### config.mk
export PLATFORM = sky130hd
export DESIGN_NAME = fwd_hazard_ctrl
export DESIGN_NICKNAME = d
export VERILOG_FILES = /design/src/rtl/cpu_defs_pkg.sv /design/src/rtl/fwd_sel_unit.sv /design/src/rtl/fwd_hazard_ctrl.sv
export SDC_FILE = /design/constraint.sdc
export NUM_CORES = 1
export LEC_CHECK = 0
export CAP_MARGIN = 0
export CORE_MARGIN = 2
export CORE_UTILIZATION = 30
export CTS_CLUSTER_SIZE = 40
export DETAILED_ROUTE_END_ITERATION = 7
export PLACE_DENSITY = 0.6
export SYNTH_ARGS = -nofsm -noshare
export SYNTH_HDL_FRONTEND = slang
export SYNTH_SLANG_ARGS = --single-unit
### constraint.sdc
create_clock -name clk_i -period 3.86 [get_ports clk_i]
set_input_delay 0.965 -clock clk_i [delete_from_list [all_inputs] [get_ports clk_i]]
set_output_delay 0.965 -clock clk_i [all_outputs]
set_load 0.02 [all_outputs]
### src/rtl/cpu_defs_pkg.sv
// Shared definitions for the ID-stage forwarding/hazard controller.
//  - FWD_* : EX-stage operand mux select encodings
//  - slot_t: shadow-pipeline destination record {valid, rd, regwrite, memread}
//  - is_writer(): slot will write a non-zero register
package cpu_defs;

    localparam int unsigned REG_W = 5;
    localparam int unsigned SEL_W = 2;

    localparam logic [SEL_W-1:0] FWD_REG = 2'b00;  // register file
    localparam logic [SEL_W-1:0] FWD_WB  = 2'b01;  // MEM/WB result
    localparam logic [SEL_W-1:0] FWD_MEM = 2'b10;  // EX/MEM result

    typedef struct packed {
        logic             valid;
        logic [REG_W-1:0] rd;
        logic             regwrite;
        logic             memread;
    } slot_t;

    localparam slot_t SLOT_EMPTY = '0;

    // r0 is hard-wired zero, so a write to it never produces a forwardable value
    function automatic logic is_writer(input slot_t s);
        return s.valid & s.regwrite & (s.rd != '0);
    endfunction

endpackage

### src/rtl/fwd_sel_unit.sv
// Per-operand forwarding select.
//  src_i      : source register read by the ID instruction
//  use_i      : ID instruction actually reads src_i
//  ex_slot_i  : destination info of the instruction currently in EX
//  mem_slot_i : destination info of the instruction currently in MEM
//  sel_o      : select for this operand once the ID instruction reaches EX (combinational)
module fwd_sel_unit
    import cpu_defs::*;
(
    input  logic [REG_W-1:0] src_i,
    input  logic             use_i,
    input  slot_t            ex_slot_i,
    input  slot_t            mem_slot_i,
    output logic [SEL_W-1:0] sel_o
);

    // Load-ness is handled by the stall logic in the top level
    logic w_unused_memread;
    assign w_unused_memread = ex_slot_i.memread ^ mem_slot_i.memread;

    // Newest producer wins: the instruction now in EX will sit in MEM next cycle
    always_comb begin
        sel_o = FWD_REG;
        if (use_i) begin
            if (is_writer(ex_slot_i) && (ex_slot_i.rd == src_i)) begin
                sel_o = FWD_MEM;
            end else if (is_writer(mem_slot_i) && (mem_slot_i.rd == src_i)) begin
                sel_o = FWD_WB;
            end
        end
    end

endmodule

### src/rtl/fwd_hazard_ctrl.sv
// Forwarding and hazard controller beside the ID stage of the 5-stage pipeline.
//  clk_i, rst_i (sync, active-low)
//  id_*           : decoded ID-stage instruction fields
//  branch_taken_i : branch resolved taken in ID
//  hold_i         : global freeze
//  fwd_a/b_sel_o  : registered EX operand mux selects (00 regfile, 01 MEM/WB, 10 EX/MEM)
//  stall_o, flush_o, pc_write_o : combinational pipeline controls
//  stall_cnt_o, flush_cnt_o     : saturating event counters
module fwd_hazard_ctrl
    import cpu_defs::*;
#(
    parameter int unsigned REG_W = cpu_defs::REG_W,
    parameter int unsigned CNT_W = 16
) (
    input  logic             clk_i,
    input  logic             rst_i,
    input  logic             id_valid_i,
    input  logic [REG_W-1:0] id_rs_i,
    input  logic [REG_W-1:0] id_rt_i,
    input  logic             id_use_rs_i,
    input  logic             id_use_rt_i,
    input  logic [REG_W-1:0] id_rd_i,
    input  logic             id_regwrite_i,
    input  logic             id_memread_i,
    input  logic             branch_taken_i,
    input  logic             hold_i,
    output logic [1:0]       fwd_a_sel_o,
    output logic [1:0]       fwd_b_sel_o,
    output logic             stall_o,
    output logic             flush_o,
    output logic             pc_write_o,
    output logic [CNT_W-1:0] stall_cnt_o,
    output logic [CNT_W-1:0] flush_cnt_o
);

    slot_t            r_ex;
    slot_t            r_mem;
    slot_t            r_wb;
    logic [SEL_W-1:0] r_fwd_a;
    logic [SEL_W-1:0] r_fwd_b;
    logic [CNT_W-1:0] r_stall_cnt;
    logic [CNT_W-1:0] r_flush_cnt;

    slot_t            w_id_slot;
    logic             w_lu;
    logic             w_stall;
    logic             w_flush;
    logic [SEL_W-1:0] w_sel_a;
    logic [SEL_W-1:0] w_sel_b;

    // WB results reach ID through the write-first register file; the slot is kept for observability
    logic w_unused_wb;
    assign w_unused_wb = ^r_wb;

    always_comb begin
        w_id_slot          = SLOT_EMPTY;
        w_id_slot.valid    = id_valid_i;
        w_id_slot.rd       = id_rd_i;
        w_id_slot.regwrite = id_regwrite_i;
        w_id_slot.memread  = id_memread_i;
    end

    // Load in EX feeding the ID instruction: its data is not ready until after MEM
    assign w_lu = id_valid_i & is_writer(r_ex) & r_ex.memread
                & ((id_use_rs_i & (r_ex.rd == id_rs_i)) | (id_use_rt_i & (r_ex.rd == id_rt_i)));

    assign w_stall = rst_i & w_lu & ~hold_i;
    assign w_flush = rst_i & branch_taken_i & id_valid_i & ~w_lu & ~hold_i;

    assign stall_o    = w_stall;
    assign flush_o    = w_flush;
    assign pc_write_o = ~rst_i | ~(w_lu | hold_i);

    fwd_sel_unit u_sel_a (
        .src_i      (id_rs_i),
        .use_i      (id_use_rs_i),
        .ex_slot_i  (r_ex),
        .mem_slot_i (r_mem),
        .sel_o      (w_sel_a)
    );

    fwd_sel_unit u_sel_b (
        .src_i      (id_rt_i),
        .use_i      (id_use_rt_i),
        .ex_slot_i  (r_ex),
        .mem_slot_i (r_mem),
        .sel_o      (w_sel_b)
    );

    // Shadow pipeline, select registers and event counters; hold freezes everything
    always_ff @(posedge clk_i) begin
        if (!rst_i) begin
            r_ex        <= SLOT_EMPTY;
            r_mem       <= SLOT_EMPTY;
            r_wb        <= SLOT_EMPTY;
            r_fwd_a     <= FWD_REG;
            r_fwd_b     <= FWD_REG;
            r_stall_cnt <= '0;
            r_flush_cnt <= '0;
        end else if (!hold_i) begin
            r_wb    <= r_mem;
            r_mem   <= r_ex;
            r_ex    <= w_lu ? SLOT_EMPTY : w_id_slot;
            r_fwd_a <= (w_lu | ~id_valid_i) ? FWD_REG : w_sel_a;
            r_fwd_b <= (w_lu | ~id_valid_i) ? FWD_REG : w_sel_b;
            if (w_stall && (r_stall_cnt != '1)) begin
                r_stall_cnt <= r_stall_cnt + CNT_W'(1);
            end
            if (w_flush && (r_flush_cnt != '1)) begin
                r_flush_cnt <= r_flush_cnt + CNT_W'(1);
            end
        end
    end

    assign fwd_a_sel_o = r_fwd_a;
    assign fwd_b_sel_o = r_fwd_b;
    assign stall_cnt_o = r_stall_cnt;
    assign flush_cnt_o = r_flush_cnt;

endmodule

==> qor.txt <==
Setup Fix Bufs, Post-CTS: 0
arrival time worst endpoint: 2.79 ns
Slew headroom: 57.1%
final period utilization: 97.3%
Hold Path Class: flop to flop
status: finished clean
first-pass GRT wire length: 12,100 µm
Crit Path Class: input port to output port
die footprint: 9540 µm²
CTS tree: done
GR Overflow Total: 0
I/O pin count: 63
Initial DRC Count: 130
Clock Path Buffers: 2
fin crit period: 3.76 ns
Final GP Congestion: 0.754
final instance area: 3600 µm²
worst-path maximum fanout: 3
hpwl dp: 5240 µm
mean post-synth cell area: 8.55 µm²
Leakage Power: 1.24 nW
via count: 2,613
largest net degree at the start of global routing: 42
Worst Path Required: 2.89 ns
Die Wd: 97.7 µm
core area: 8640 µm²
sequential share of the synthesized area: 38.8%
Final Hold Fails: 0
Netlist cell types: 36
Clock Skews: 0.0120 ns
H-tree lvl count: 2
worst hold slack: 0.492 ns
#FFs+latches synth: 51
P&R area growth vs syn: 36.7%
antenna viol nets, final: 0
DP Area: 3470 µm²
reg2reg setup slack: 1.45 ns
vias in the first global route: 2,543
final wirelength: 7190 µm
fillers: 882
clock-pin slew on the worst setup and hold paths: 0.09 ns
port bufs: 62
routed len/inst: 14.6 µm
Root Buffer: clkbuf_8
R2R Path Start: r_ex[4]
# nets final: 409
synthesized area: 2630 µm²
RSZ-0062 raised after global routing: no
Ys Warns: 0
pwr dens: 304 nW/µm²
post-synthesis cell count: 308
final std cells w/o fill: 492
share of post-route cells with drive strength above 1: 7.81%
DP Cell Count: 484
Vias/cell: 5.31
max-cap viol count: 0
CP startpoint kind: input port
worst-margin pin slew: 0.641 ns
Pwr Total: 1.10 mW
GRT Resource Usage Total: 15.3%
initial antenna violation count: 0
# setup viols final: 0
drt pass-1 iters: 4
Max Freq: 266 MHz
Core Rows: 34
pre-CTS setup slack: -0.191 ns
Chip Height: 97.7 µm
commonest non-fill, non-tap cell in the layout: clkdlybuf4s50_1
Final Max Tran Viols: 0
Critical Path Source: id_rs_i[0]
Initial Util: 30.5%
most frequent cells in the layout: clkdlybuf4s50_1, dfxtp_1, a21oi_1
nature of the critical path endpoint: output port
CTS Sinks: 51
Peak VDD IR: 211 µV
Residual DRC: 0
Synth Net Count: 334
Antenna Diode Count: 0
CTS Buf Count: 5
PnR worst setup slack: 0.104 ns
Clock Latency Late Sink: 0.31 ns
Hold Startpoint: r_ex[7]
[per-stage QoR]
stage / setup TNS [ns] / utilization (%)
2_1_floorplan: 0 / -
3_3_place_gp: -0.458 / 40.2
3_5_place_dp: -0.532 / 40.2
4_1_cts: 0 / 41.7
5_1_grt: 0 / 41.7
6_report: 0 / 41.7
[cells by family after synthesis]
family | count (synthesis) | share of synthesized area, %
adder cells (fa/ha/maj) | 2 | 0.950
AO/OA/AOI/OAI | 72 | 17.2
multiplexers | 11 | 4.18
flip-flops | 51 | 38.8
XOR/XNOR | 24 | 7.98
AND/OR/NAND/NOR | 131 | 27.8
buffers and inverters | 17 | 3.04
[state kept, by name, indices dropped and copies added, names as in the netlist]
name / cells
r_ex: 8
flush_cnt_o: 16
stall_cnt_o: 16
r_mem: 7
fwd_a_sel_o: 2
fwd_b_sel_o: 2
[worst max-delay path, cell delays in order]
cell and delay (ns):
clkdlybuf4s50_1 0.48, inv_1 0.04, a221oi_1 0.36, and3_1 0.26, o2111ai_1 0.17, nor3_1 0.18, clkdlybuf4s15_1 0.33
[Yosys cell counts]
cell / count / area, µm²
mux2i_1: 11 / 110
buf_2: 1 / 5.00
dfxtp_1: 51 / 1020
nand4_1: 7 / 43.8
nor4_1: 5 / 31.3
o2111ai_1: 4 / 35.0
nand3b_1: 8 / 60.1
and4_1: 6 / 52.6
clkinv_1: 1 / 3.75
xor2_1: 14 / 123
nand4b_1: 1 / 8.76
a21oi_1: 29 / 145
nand2b_1: 5 / 31.3
nor3_1: 3 / 15.0
a221oi_1: 1 / 8.76
ha_1: 2 / 25.0
nand2_1: 25 / 93.8
o2111a_2: 1 / 12.5
inv_1: 2 / 7.51
o21a_1: 3 / 22.5
nor4b_1: 4 / 35.0
clkbuf_1: 10 / 37.5
buf_1: 1 / 3.75
or4_1: 9 / 67.6
o21ai_0: 13 / 65.1
nor2_1: 20 / 75.1
or3_1: 11 / 68.8
o31ai_1: 12 / 90.1
buf_6: 2 / 22.5
xnor2_1: 10 / 87.6
and3b_1: 1 / 8.76
nand3_1: 17 / 85.1
and2_1: 3 / 18.8
o2111a_1: 2 / 22.5
o211ai_1: 7 / 52.6
and3_1: 6 / 37.5
[final timing paths]
path,end,cells after the start
setup / recovery,stall_o,7
hold / removal,r_ex[7],2
setup reg to reg,stall_cnt_o[13],6
hold reg to reg,r_ex[7],2
[power breakdown]
part | switching (mW) | internal [mW]
Combinational | 0.0462 | 0.0547
Clock | 0.192 | 0.259
Sequential | 0.0111 | 0.533
[final cells by class]
| type | count | area (µm²) | share of cell area (%) |
|---|---|---|---|
| clock buffers | 5 | 68.8 | 1.91 |
| repair buffers | 82 | 764 | 21.2 |
| multi-input cells | 240 | 1530 | 42.6 |
| inverters | 3 | 11.3 | 0.313 |
| well taps | 108 | 135 | 3.75 |
| clock inverters | 3 | 67.6 | 1.88 |
| flip-flops and latches | 51 | 1020 | 28.4 |
[routing by layer]
metal / up-vias / global-route usage, % / routed length (µm)
li1: 1305 / - / -
met1: 1237 / 19.6 / 3390
met2: 62 / 25.6 / 3420
met3: 9 / 2.45 / 239
met4: 0 / 5.88 / 129
met5: - / 0 / 0
[timing repair]
action / in CTS / in global routing
hold buffers: 0 / 0
gates cloned: 0 / 0
resized for setup: 3 / 4
endpoints found under the setup margin: 3 / 2
No activity file was read; power rests on OpenSTA's default activity.
